File: config.mk
export PLATFORM = sky130hd
export DESIGN_NAME = priority_encoder_4x2
export DESIGN_NICKNAME = d
export VERILOG_FILES = /design/src/rtl/priority_encoder_4x2.sv
export SDC_FILE = /design/constraint.sdc
export NUM_CORES = 1
export LEC_CHECK = 0
export BUFFER_PORTS_ARGS = -buffer_cell sky130_fd_sc_hd__buf_2
export CAP_MARGIN = 5
export CORE_AREA = 4 4 41 43
export DETAILED_ROUTE_END_ITERATION = 6
export DIE_AREA = 0 0 45 47
export GPL_ROUTABILITY_DRIVEN = 0
export PLACE_DENSITY_LB_ADDON = 0.1
export SLEW_MARGIN = 30
export SYNTH_ARGS = -nofsm -noshare
export SYNTH_HDL_FRONTEND = slang
export SYNTH_SLANG_ARGS = --single-unit
File: constraint.sdc
create_clock -name clk -period 2.37 [get_ports clk]
set_clock_uncertainty 0.05 [all_clocks]
set_input_delay 0.5925 -clock clk [delete_from_list [all_inputs] [get_ports clk]]
set_output_delay 0.5925 -clock clk [all_outputs]
set_load 0.005 [all_outputs]
File: src/rtl/priority_encoder_4x2.sv
// Registered 4-to-2 priority encoder with zero flag and sample-valid strobe.
// Define PRIORITY_ENCODER_4X2_CHG_EN to add the chg output-change pulse.
module priority_encoder_4x2 #(
    parameter bit LSB_FIRST = 1'b0
) (
    input  logic       clk,
    input  logic       rst,
    input  logic       en,
    input  logic [3:0] in,
    output logic [1:0] out,
    output logic       z,
`ifdef PRIORITY_ENCODER_4X2_CHG_EN
    output logic       chg,
`endif
    output logic       valid
);

    logic [1:0] enc_out;
    logic       enc_z;

    // Explicit if/else-if chain so X on lower-priority bits never reaches the result.
    always_comb begin
        enc_out = '0;
        enc_z   = 1'b0;
        if (LSB_FIRST) begin
            if (in[0])      enc_out = 2'd0;
            else if (in[1]) enc_out = 2'd1;
            else if (in[2]) enc_out = 2'd2;
            else if (in[3]) enc_out = 2'd3;
            else            enc_z   = 1'b1;
        end else begin
            if (in[3])      enc_out = 2'd3;
            else if (in[2]) enc_out = 2'd2;
            else if (in[1]) enc_out = 2'd1;
            else if (in[0]) enc_out = 2'd0;
            else            enc_z   = 1'b1;
        end
    end

    always_ff @(posedge clk) begin
        if (rst) begin
            out   <= '0;
            z     <= 1'b1;
            valid <= 1'b0;
        end else begin
            valid <= en;
            if (en) begin
                out <= enc_out;
                z   <= enc_z;
            end
        end
    end

`ifdef PRIORITY_ENCODER_4X2_CHG_EN
    // Compared against the held registers, so the first post-reset sample sees {00,1}.
    always_ff @(posedge clk) begin
        if (rst)
            chg <= 1'b0;
        else
            chg <= en && ({enc_out, enc_z} != {out, z});
    end
`endif

endmodule

==> flow_summary.json <==
{
  "hold_viol": 0,
  "setup_violations": 0,
  "fp.dieW_um": 45,
  "cts_made_buffers": 3,
  "r2r_cells": 2,
  "fmax_mhz": 765,
  "setup-tns-final_ns": 0,
  "grt_max_degree": 8,
  "drive_gt1_share_pct": 46.4,
  "arrival_ns": 0.67,
  "start_util_pct": 11.1,
  "grt-ovfl-total": 0,
  "crit_family": "flip-flops",
  "vias": 160,
  "p_per_area_nw_per_um2": 772,
  "numPortBuffers": 10,
  "dieHeight_um": 47,
  "relSlewSlack_pct": 86.9,
  "wl_um": 395,
  "post_cts_buffers": 0,
  "min_period_ns": 1.31,
  "area_delta_synth_final_pct": 63.5,
  "postSynthCellCount": 15,
  "dr.pass1.iters": 1,
  "worst-path-max-fanout": 2,
  "via_per_inst": 3.72,
  "whs_ns": 0.427,
  "r2r-start": "z",
  "placed_cell_area_sq_um": 213,
  "status": "finished clean",
  "final_cell_mix": "buf_2, nor2_1, dfxtp_1",
  "clock_latency_ns": 0.23,
  "fp-row-count": 13,
  "syn_area_sq_um": 144,
  "fin_nets": 37,
  "critPathRequiredTime_ns": 1.73,
  "grt_pass1_wl_um": 600,
  "cts_resized": 0,
  "drc": 0,
  "ctsHtreeMaxLevel": 1,
  "worstSetupStartpoint": "out[0]",
  "crit_chain": "buf_2",
  "synthesis.nets": 22,
  "cp-end-kind": "output pin",
  "cp.depth": 1,
  "root_buffer": "clkbuf_4",
  "drv_slew": 0,
  "dp_hpwl_um": 311,
  "rrSetupSlack_ns": 1.48,
  "antenna_found_initial": 0,
  "clock-sinks": 4,
  "grt_usage_pct": 4.43,
  "yosysWarnings": 0,
  "final_common_cell": "buf_2",
  "drt_iter0_drc": 0,
  "coreArea_sq_um": 1300,
  "n_antenna_cell": 0,
  "postCtsHoldBufs": 0,
  "routedWlPerCell_um": 9.19,
  "hold_path_class": "flop to flop",
  "critPathMaxStageDelay_ns": 0.32,
  "peakVddDrop_v": 0.000181,
  "die_area_sq_um": 2120,
  "crit_end": "out[0]",
  "cts_tree": "yes",
  "worst_path_max_delay_cell": "dfxtp_1",
  "ys_types": 8,
  "stdcell_area_sq_um": 235,
  "num_io_pins": 11,
  "clock_path_buffers": 2,
  "postRouteAntennaNets": 0,
  "rr_endpoint": "z",
  "fill_cells": 156,
  "max_cap_violations": 0,
  "leakage_nw": 0.112,
  "ys_ff_latch": 4,
  "synth-seq-area-share_pct": 55.7,
  "start_kind": "flop",
  "clkTransAtPathRegs_ns": 0.04,
  "crit_type": "flop to output pin",
  "post-route-period-util_pct": 55.2,
  "tightest_slew_ns": 0.195,
  "syn_avg_cell_area_sq_um": 9.59,
  "power_mw": 0.182,
  "grt_pass1_vias": 168,
  "critPathBufInv": 1,
  "rsz0062_at_grt": "no"
}
-- worst register-to-register path, delay by kind of cell (launching register included) --
| family | cells | cell delay, ns |
|---|---|---|
| AO/OA/AOI/OAI | 1 | 0.31 |
| flip-flops | 1 | 0.29 |
| AND/OR/NAND/NOR | 1 | 0.12 |
-- sequential cells by signal, indices dropped and copies added, names as in the netlist --
| signal | flops |
|---|---|
| z | 1 |
| valid | 1 |
| out | 2 |
-- power by group --
group / leakage (nW) / internal, mW / switching, mW
clock network: 0.0138 / 0.0569 / 0.0307
registers: 0.0334 / 0.0724 / 0.00158
logic: 0.0649 / 0.0109 / 0.00908
-- final cells by class --
| type | instances | area, sq um | share of cell area [%] |
|---|---|---|---|
| inverter | 1 | 3.75 | 1.60 |
| timing repair buffer | 10 | 50.0 | 21.3 |
| multi-input combinational | 10 | 60.1 | 25.5 |
| tap | 15 | 18.8 | 7.98 |
| sequential | 4 | 80.1 | 34.0 |
| clock buffer | 3 | 22.5 | 9.57 |
-- per-layer routing --
metal / track usage, % / share of wire (%) / vias up
met5: 0 / 0 / -
met4: 5.26 / 2.0 / 0
met3: 2.68 / 12 / 2
met2: 6.78 / 48 / 7
met1: 3.64 / 38 / 72
li1: - / - / 79
-- worst min path at each step --
stage / start / to / slack (ns) / depth (start not counted)
after global placement: out[0] / out[0] / 0.43 / 2
after floorplan: out[0] / out[0] / 0.42 / 2
final: out[0] / out[0] / 0.43 / 2
after detailed placement: out[0] / out[0] / 0.43 / 2
after global routing: out[0] / out[0] / 0.45 / 2
after CTS: out[0] / out[0] / 0.43 / 2
-- metrics by stage --
stage / setup slack, ns / util [%] / instances
final: 1.06 / 18.1 / 43
after global routing: 1.02 / 18.1 / 43
after floorplan: 1.26 / - / 15
after CTS: 1.05 / 18.1 / 43
after global placement: 1.10 / 16.3 / 40
after detailed placement: 1.10 / 16.3 / 40
-- cells in the mapped netlist --
cell type | n | area (sq um)
nand2b_1 | 1 | 6.26
nor2_1 | 4 | 15.0
inv_1 | 1 | 3.75
a311oi_1 | 1 | 8.76
a311o_1 | 1 | 10.0
a211oi_1 | 1 | 7.51
nor2b_1 | 2 | 12.5
dfxtp_1 | 4 | 80.1
-- kinds of logic (layout without fill, tap and decap cells) --
| logic type | count (synthesis) | after routing | synth area share (%) |
|---|---|---|---|
| simple gates | 7 | 7 | 23.5 |
| flops | 4 | 4 | 55.7 |
| compound gates | 3 | 3 | 18.3 |
| buf+inv | 1 | 14 | 2.61 |
No activity file was read; power rests on OpenSTA's default activity.
